[src/rtl/rv32_mod_pc_ras.sv]
// Fetch program counter with prioritised trap/redirect steering and a circular
// return-address stack that predicts the target of `ret`.
module rv32_mod_pc_ras #(
    parameter int               XLEN         = 32,
    parameter logic [XLEN-1:0]  RESET_VECTOR = XLEN'(32'h1000_0000),
    parameter int               RAS_DEPTH    = 4,
    parameter bit               ENABLE_C     = 1'b1
) (
    input  logic                         clk,
    input  logic                         reset_n,
    input  logic                         stall,
    input  logic                         is_compressed,
    output logic [XLEN-1:0]              pc_current,
    output logic [XLEN-1:0]              pc_next,
    input  logic                         trap_enable,
    input  logic [XLEN-1:0]              trap_vector,
    input  logic                         redirect_enable,
    input  logic [XLEN-1:0]              redirect_target,
    input  logic                         call,
    input  logic                         ret,
    output logic [XLEN-1:0]              ras_top,
    output logic                         ras_empty,
    output logic [$clog2(RAS_DEPTH):0]   ras_count,
    output logic                         misaligned_fault
);

    localparam int              PW      = $clog2(RAS_DEPTH);
    localparam int              CW      = PW + 1;
    localparam logic [CW-1:0]   DEPTH_C = CW'(RAS_DEPTH);

    logic [XLEN-1:0] pc_q, pc_d;
    logic [XLEN-1:0] ras_q [RAS_DEPTH];
    logic [XLEN-1:0] ras_d [RAS_DEPTH];
    logic [PW-1:0]   ptr_q, ptr_d;
    logic [CW-1:0]   cnt_q, cnt_d;
    logic            fault_q, fault_d;

    logic [PW-1:0]   top_idx;
    logic            empty;
    logic            use_c;
    logic            target_bad;
    logic            pop_ok;

    // ptr_q is the next free slot; the newest entry sits just below it
    always_comb begin
        use_c      = ENABLE_C && is_compressed;
        pc_next    = pc_q + (use_c ? XLEN'(2) : XLEN'(4));
        top_idx    = ptr_q - PW'(1);
        empty      = (cnt_q == '0);
        ras_top    = empty ? '0 : ras_q[top_idx];
        target_bad = redirect_target[0] || (!ENABLE_C && redirect_target[1]);
        pop_ok     = ret && !empty;
    end

    always_comb begin
        pc_d    = pc_q;
        ras_d   = ras_q;
        ptr_d   = ptr_q;
        cnt_d   = cnt_q;
        fault_d = fault_q;
        if (!stall) begin
            fault_d = 1'b0;
            if (trap_enable) begin
                pc_d  = {trap_vector[XLEN-1:2], 2'b00};
                cnt_d = '0;
                ptr_d = '0;
            end else if (redirect_enable) begin
                if (target_bad) begin
                    fault_d = 1'b1;
                end else begin
                    pc_d = redirect_target;
                end
            end else begin
                pc_d = pop_ok ? ras_top : pc_next;
                // call+ret on a non-empty stack swaps the top in place
                if (call && pop_ok) begin
                    ras_d[top_idx] = pc_next;
                end else if (pop_ok) begin
                    ptr_d = top_idx;
                    cnt_d = cnt_q - CW'(1);
                end else if (call) begin
                    ras_d[ptr_q] = pc_next;
                    ptr_d        = ptr_q + PW'(1);
                    if (cnt_q != DEPTH_C) begin
                        cnt_d = cnt_q + CW'(1);
                    end
                end
            end
        end
    end

    always_ff @(posedge clk or negedge reset_n) begin
        if (!reset_n) begin
            pc_q    <= RESET_VECTOR;
            ptr_q   <= '0;
            cnt_q   <= '0;
            fault_q <= 1'b0;
            for (int i = 0; i < RAS_DEPTH; i++) begin
                ras_q[i] <= '0;
            end
        end else begin
            pc_q    <= pc_d;
            ptr_q   <= ptr_d;
            cnt_q   <= cnt_d;
            fault_q <= fault_d;
            ras_q   <= ras_d;
        end
    end

    assign pc_current       = pc_q;
    assign ras_empty        = empty;
    assign ras_count        = cnt_q;
    assign misaligned_fault = fault_q;

endmodule

[config.mk]
export PLATFORM = sky130hd
export DESIGN_NAME = rv32_mod_pc_ras
export DESIGN_NICKNAME = d
export VERILOG_FILES = /design/src/rtl/rv32_mod_pc_ras.sv
export SDC_FILE = /design/constraint.sdc
export NUM_CORES = 1
export LEC_CHECK = 0
export BUFFER_PORTS_ARGS = -buffer_cell sky130_fd_sc_hd__buf_2
export CORE_AREA = 5 5 158 160
export CTS_CLUSTER_DIAMETER = 150
export DETAILED_ROUTE_END_ITERATION = 8
export DIE_AREA = 0 0 163 165
export PLACE_DENSITY_LB_ADDON = 0.15
export SLEW_MARGIN = 15
export SYNTH_ARGS = -nofsm -noshare
export SYNTH_HDL_FRONTEND = slang
export SYNTH_SLANG_ARGS = --single-unit
[constraint.sdc]
create_clock -name clk -period 7.4 [get_ports clk]
set_input_delay 1.11 -clock clk [delete_from_list [all_inputs] [get_ports clk]]
set_output_delay 1.11 -clock clk [all_outputs]
set_load 0.05 [all_outputs]
# Word level (Yosys, flattened, before mapping)
# Index checks and enable logic that the tools add are counted.
[totals] reg_bits=166 latchBits=0 mem_bits_rw=0 mem_bits_ro=0 in_bits=72 memories=0
[op_classes] addsub=5 mul=0 div=0 magnitude_cmp=4 n_eq_ne=5 shifts=0 mux=32 n_bitwise=5 reduce_logical=13
[op_table] operator="$mux W128" n=3
[op_table] operator="$mux W32" n=9
[op_table] operator="$bwmux W128" n=2
[op_table] operator="$demux W32 S2" n=2
[op_table] operator="$bmux W32 S2" n=1
[op_table] operator="$add A32 B3 Y32" n=1
[op_table] operator="$mux W3" n=7
[op_table] operator="$mux W2" n=5
[op_table] operator="$reduce_and A5 Y1" n=2
[op_table] operator="$ge A3 B3 Y1 const B" n=2
[op_table] operator="$lt A3 B1 Y1 const B" n=2
[op_table] operator="$ne A3 B3 Y1 const B" n=2
[op_table] operator="$not A2 Y3" n=2
[op_table] operator="$reduce_bool A3 Y1" n=2
[op_table] operator="$logic_and A1 B1 Y1" n=4
[op_table] operator="$ne A2 B2 Y1 const B" n=2
[op_table] operator="$reduce_and A4 Y1" n=1
[op_table] operator="$add A3 B1 Y3 const B" n=1
[op_table] operator="$logic_not A3 Y1" n=1
[op_table] operator="$mux W1" n=3
[op_table] operator="$not A1 Y1" n=3
[op_table] operator="$sub A3 B1 Y3 const B" n=1
[op_table] operator="$add A2 B1 Y2 const B" n=1
[op_table] operator="$ne A2 B1 Y1 const B" n=1
[op_table] operator="4 further kinds" n=4

# Logic depth before layout (Yosys ltp)
# Gate-level depths: netlist of run 1.
[logic_depth] ltp_word=9 depth_mapped=12

# Least setup slack after synthesis of run 1
# OpenSTA, ideal clock, no wires.
[synth_path] kind="input-to-output" start="input port is_compressed" end="output port pc_next[31]" t_arrival_ns=3.293 path_slack_ns=2.997 stages=8 n_path_buf=0 cell_sequence="ha_1 inv_1 fa_1 nand4b_4 nor3_2 nand3_1 nor2_1 xor2_1"
[synth_between] elab_chain_cells=2
[synth_rtl] item="from (decl)" line_no="12" text="input logic is_compressed,"
[synth_rtl] item="$mux W3" line_no="47" text="pc_next = pc_q + (use_c ? XLEN'(2) : XLEN'(4));"
[synth_rtl] item="$add A32 B3 Y32" line_no="47"
[synth_rtl] item="to (decl)" line_no="14" text="output logic [XLEN-1:0] pc_next,"
# No other way between the ends.

# Final worst setup path of run 1
[layout_path] start="input port is_compressed" end="output port pc_next[30]"
# Same word-level chain as after synthesis.

==> results of run 1 <==
-- final cells by class --
class / count / area (um2) / share of cell area (%)
inverter: 44 / 165 / 1.54
clock buffer: 17 / 425 / 3.98
sequential: 166 / 4160 / 38.9
clock inverter: 14 / 141 / 1.32
tap: 319 / 399 / 3.73
multi-input combinational: 650 / 4410 / 41.2
timing repair buffer: 185 / 990 / 9.26
antenna: 2 / 5.00 / 0.0468
-- cells by family (layout without fill, tap and decap cells) --
| kind of cell | count (synthesis) | after routing | share of synthesized area [%] |
|---|---|---|---|
| simple gates | 307 | 307 | 17.1 |
| compound gates | 257 | 257 | 17.4 |
| flops | 166 | 166 | 46.2 |
| buf+inv | 110 | 260 | 5.08 |
| mux | 50 | 50 | 10.2 |
| xor+xnor | 28 | 28 | 2.73 |
| fa+ha+maj | 8 | 8 | 1.28 |
| other cells | 0 | 2 | 0 |
-- routing by layer --
layer	GRT usage, %	up-vias	wire length, um
li1	-	3574	-
met1	31.8	3605	13600
met2	33.5	209	13100
met3	3.09	35	1490
met4	7.21	0	746
met5	0	-	0
-- through the flow --
stage	util, %	hold slack [ns]	area, um2
4_1_cts	45.8	0.482	10700
2_1_floorplan	-	0.445	9000
3_5_place_dp	43.4	0.467	10100
3_3_place_gp	43.4	0.457	10100
5_1_grt	45.9	0.501	10700
6_report	46.0	0.478	10700
-- sequential cells by signal, indices dropped and copies added (netlist names) --
name	flops
misaligned_fault	1
pc_current	32
ptr_q	2
ras_count	3
ras_q	128
-- cell usage in the layout (no fill, tap or decap), types with 15 or more instances in the layout --
cell type / count
a21oi_1: 31
a221oi_1: 15
buf_2: 169
clkbuf_16: 17
dfrtp_1: 164
inv_1: 42
mux2_2: 15
mux4_2: 32
nand2_1: 157
nor2_1: 28
nor2b_1: 36
o21ai_0: 140
-- worst paths after layout --
kind,end,slack (ns),cells after the start
min,ras_q[120],0.48,2
max,pc_next[30],2.61,9
max reg2reg,ras_q[32],4.28,7
min in group asynchronous,ras_q[105],0.62,1
max in group asynchronous,ras_q[31],5.26,3
min reg2reg,ras_q[120],0.48,2
-- worst max-delay path, cell delays in order --
cell	delay, ns
buf_2	0.12
inv_1	0.05
ha_1	0.26
a21oi_1	0.18
nor4_4	0.83
nand3_1	0.27
xnor2_1	0.44
inv_1	0.16
buf_2	0.24
-- power breakdown --
group / total (mW) / switching, mW / internal [mW]
Sequential: 1.45 / 0.220 / 1.23
Clock: 0.873 / 0.401 / 0.472
Combinational: 1.95 / 1.33 / 0.623
Total: 4.27 / 1.95 / 2.32
==> metrics.txt, run 1 <==
final WL 28900 um; port buffer count 170; status finished clean; Initial Util about two fifths; Seq/Total Area, Yosys 46.2%; antenna-violating nets left 0; clock slew at reported path FFs 0.06 ns; die width ~160 um; worst vdd ir about 0.24 mV; Slew Limit Fails 0; slew margin rel. 30.7%; fin crit share between 60% and 70%; Congestion Overflow GR 0; Worst Setup End Kind output pin; CTS H-Tree Depth 4; Final Hold Vio Count 0; Ys Warns 0; fin cells about 1.4k; Iter 0 DRT Violations between 600 and 700; area grow syn2layout 18.8%; Max FO, Critical Path 13; DR WL/cell 20.7 um; Fmax approximately 210 MHz; Tot Pwr roughly 4.3 mW; Syn Area/Cell just under 10 um2; drt pass-1 iters 5; WP data arrival around 3.7 ns; CTS-repair resized insts 0; post-CTS setup buffer count 0; num rows 56; clock root buffer clkbuf_16; count leader, synth dfrtp_1; ratio of cells with drive above 1 in the final layout 27.2%; initial antenna violation count 0; worst hold path type reg2reg; final setup fails 0; I/O Pins 173; Num CTS Buffers 17; largest net degree at the start of global routing 111; Core Box Area between 20000 and 25000 um2; vias in the first global route around 7.3k; Post-Syn Instances about 900; synthesized area 9000 um2; Synth cell types 67; gpl congestion ~0.84; Max Cap Viol 0; Primary FF master, synth dfrtp_1; DR vias/cell between 5 and 6; Post-CTS Hold Buffers 0; Worst R2R Start ras_count[0]; dominant cells by area after synthesis dfrtp_1 (46%), mux4_2 (8.0%), o21ai_0 (7.8%); startpoint types primary input; Tmin final 4.79 ns; pwr dens between 300 and 400 nW/um2; first-pass GRT wire length roughly 45000 um; Worst-Skew Late Latency 0.44 ns; Tightest Pin Transition a little over 1 ns; top cells by count, synth dfrtp_1 (165), nand2_1 (159), o21ai_0 (140), inv_1 (42), clkbuf_1 (40); chip height roughly 170 um; die footprint 26900 um2; filler cell count 2312; area leader, netlist dfrtp_1; Placement Setup Slack about 2.6 ns; RSZ-0062 raised after global routing false; placed cells between 1k and 1.5k; Bufs on Longest Clock Path 2; Via Count 7423; number of remaining DRC errors 0; setup TNS 0 ns; clk sinks between 150 and 200; HPWL after detailed placement 19700 um; Worst Hold Launch ras_q[120]; final clock skew ~0.020 ns; FF+latch count, synth between 150 and 200; min setup slack post-route roughly 2.6 ns; syn_nets about 1.0k; post-synth top area share a little under half; Crit. Startpoint is_compressed; CTS tree done; Crit Path Category in2out; WP data required about 6.3 ns; Static Leak between 4 and 5 nW; ys async rst share 100%; fin nets between 1k and 1.5k; Total GRT Usage between 20% and 30%; Post-synth EDFFs 0
Power figures use the tool's default switching activity.
==> run 2: changes to the inputs <==
- clock period: 7.4 -> 4.05 ns (I/O delays scaled with it)
==> run 2 against run 1 <==
Die area did not move. Final area up 0.66%. Clock power up 80%. Combinational power rose by 85%. First-iteration DRC count down 2.6%. Power is 83% higher. Worst hold slack got worse by 0.27 ns. Sequential share of layout area fell by 0.25 points. Core utilization increased by 0.30 points. Register-to-register slack got worse by 3.1 ns. Largest cell class unchanged. Highest routed layer unchanged.
==> metrics.txt, run 2 (synthesis results as in run 1) <==
Tightest Pin Transition 0.891 ns (-0.143 ns); Worst Setup End Kind output pin; CTS-repair resized insts 0 (unchanged); Tmin final about 3.8 ns; Crit Path Category reg2out; pwr dens 727 nW/um2 (+82%); WP data required 3.44 ns (-2.85 ns); Post-CTS Hold Buffers 0 (unchanged); clock slew at reported path FFs 0.07 ns (about the same); CTS tree done; commonest non-fill, non-tap cell in the layout buf_2; Largest Register ras_q; final WL 29000 um (+0.39%); RSZ-0062 raised after global routing false; Core Box Area 23300 um2 (unchanged); Iter 0 DRT Violations 599 (-2.6%); Congestion Overflow GR 0 (unchanged); vias in the first global route 7386 (+0.60%); initial antenna violation count 0 (unchanged); Tot Pwr 7.82 mW (+83%); DR vias/cell 5.39 (+1.4%); startpoint types flip-flop; final clock skew 0.0134 ns (-0.00614 ns); num rows 56 (unchanged); Bufs on Longest Clock Path 2 (unchanged); Max Cap Viol 0 (unchanged); status finished clean; most frequent cells in the layout buf_2 (169), dfrtp_1 (164), nand2_1 (157), o21ai_0 (140), inv_1 (42); Static Leak 5.02 nW (+1.1%); max reg flops 128 (unchanged); clock root buffer clkbuf_16; slew margin rel. 40.3% (+9.5 points); Fmax between 200 and 300 MHz; Total GRT Usage 21.8% (+0.038 points); Num CTS Buffers 17 (unchanged); die width 163 um (unchanged); fin crit share 93.4%; Via Count 7573 (+2.0%); first-pass GRT wire length 44600 um (-0.29%); WP data arrival 3.18 ns (-0.50 ns); Initial Util 38.7% (unchanged); port buffer count 170 (unchanged); diode count 0 (-2); number of remaining DRC errors 0 (unchanged); gpl congestion 0.839 (about the same); Worst-Skew Late Latency 0.43 ns (about the same); clk sinks 166 (unchanged); HPWL after detailed placement 20600 um (+4.5%); setup TNS 0 ns (unchanged); worst hold path type in2async; final setup fails 0 (unchanged); DR WL/cell 20.6 um (-0.25%); I/O Pins 173 (unchanged); area grow syn2layout 19.6%; Final Hold Vio Count 0 (unchanged); post-CTS setup buffer count 0 (unchanged); post-route cell area 10800 um2 (+0.66%); largest net degree at the start of global routing 72 (-35%); Max FO, Critical Path 8 (-5); worst vdd ir 0.326 mV (+33%); CTS H-Tree Depth 4 (unchanged); fin nets 1155 (+0.96%); Area after DPL 10200 um2 (+1.1%); chip height 165 um (unchanged); ratio of cells with drive above 1 in the final layout 28.0% (+0.74 points); die footprint 26900 um2 (unchanged); antenna-violating nets left 0 (unchanged); Slew Limit Fails 0 (unchanged); drt pass-1 iters 5 (unchanged)
## run 2: cell types whose count changed in the layout (fill, tap and decap cells not counted), sizes merged
cell    previous run  this run
buf              185       196
clkinv             5         8
inv               51        48
diode              2         0
## run 2: final timing paths
kind / slack, ns / endpoint / depth (start not counted) / startpoint
worst max-delay path: 0.27 / pc_next[21] / 9 / pc_current[1]
max in group asynchronous: 2.92 / ras_q[16] / 2 / reset_n
worst min-delay path: 0.21 / ras_q[105] / 1 / reset_n
worst min register to register: 0.48 / ras_q[113] / 2 / ras_q[113]
worst max register to register: 1.23 / ras_q[50] / 7 / ras_count[0]
min in group clk: 0.44 / pc_current[2] / 3 / trap_vector[2]
## run 2: critical path, stage by stage, from the launching register on
cell and delay, ns:
dfrtp_1 0.38, ha_1 0.17, inv_1 0.06, fa_1 0.45
nand4b_4 0.28, nor4_4 0.50, nand2_1 0.20, xnor2_1 0.39
inv_1 0.09, buf_2 0.23
## run 2: metrics by stage
step | util, % | worst slack [ns] | hold slack [ns] | std cells
4_1_cts | 46.3 | 0.236 | 0.233 | 1406
3_5_place_dp | 43.9 | 0.332 | 0.466 | 1375
3_3_place_gp | 43.9 | 0.381 | 0.457 | 1375
2_1_floorplan | - | 0.231 | 0.312 | 926
6_report | 46.3 | 0.266 | 0.212 | 1406
5_1_grt | 46.3 | 0.0522 | 0.266 | 1406
## run 2: layout make-up
| cell class | instances | area [um2] |
|---|---|---|
| Tap cell | 319 | 399 |
| Clock inverter | 14 | 129 |
| Fill cell | 2312 | 12500 |
| Timing Repair Buffer | 196 | 1080 |
| Inverter | 44 | 165 |
| Sequential cell | 166 | 4160 |
| Clock buffer | 17 | 425 |
| Multi-Input combinational cell | 650 | 4410 |
## run 2: per-layer routing
| metal | vias to the layer above | GRT usage (%) | part of all wire, % | routed length, um |
|---|---|---|---|---|
| met5 | - | 0 | 0 | 0 |
| met4 | 0 | 6.56 | 2.2 | 629 |
| met3 | 32 | 3.12 | 4.8 | 1390 |
| met2 | 226 | 34.0 | 46 | 13400 |
| met1 | 3716 | 31.7 | 47 | 13600 |
| li1 | 3599 | - | - | - |
## run 2: power by group
| part | switching [mW] | internal (mW) |
|---|---|---|
| sequential | 0.409 | 2.24 |
| clock | 0.720 | 0.852 |
| combinational | 2.45 | 1.15 |
| total | 3.58 | 4.25 |
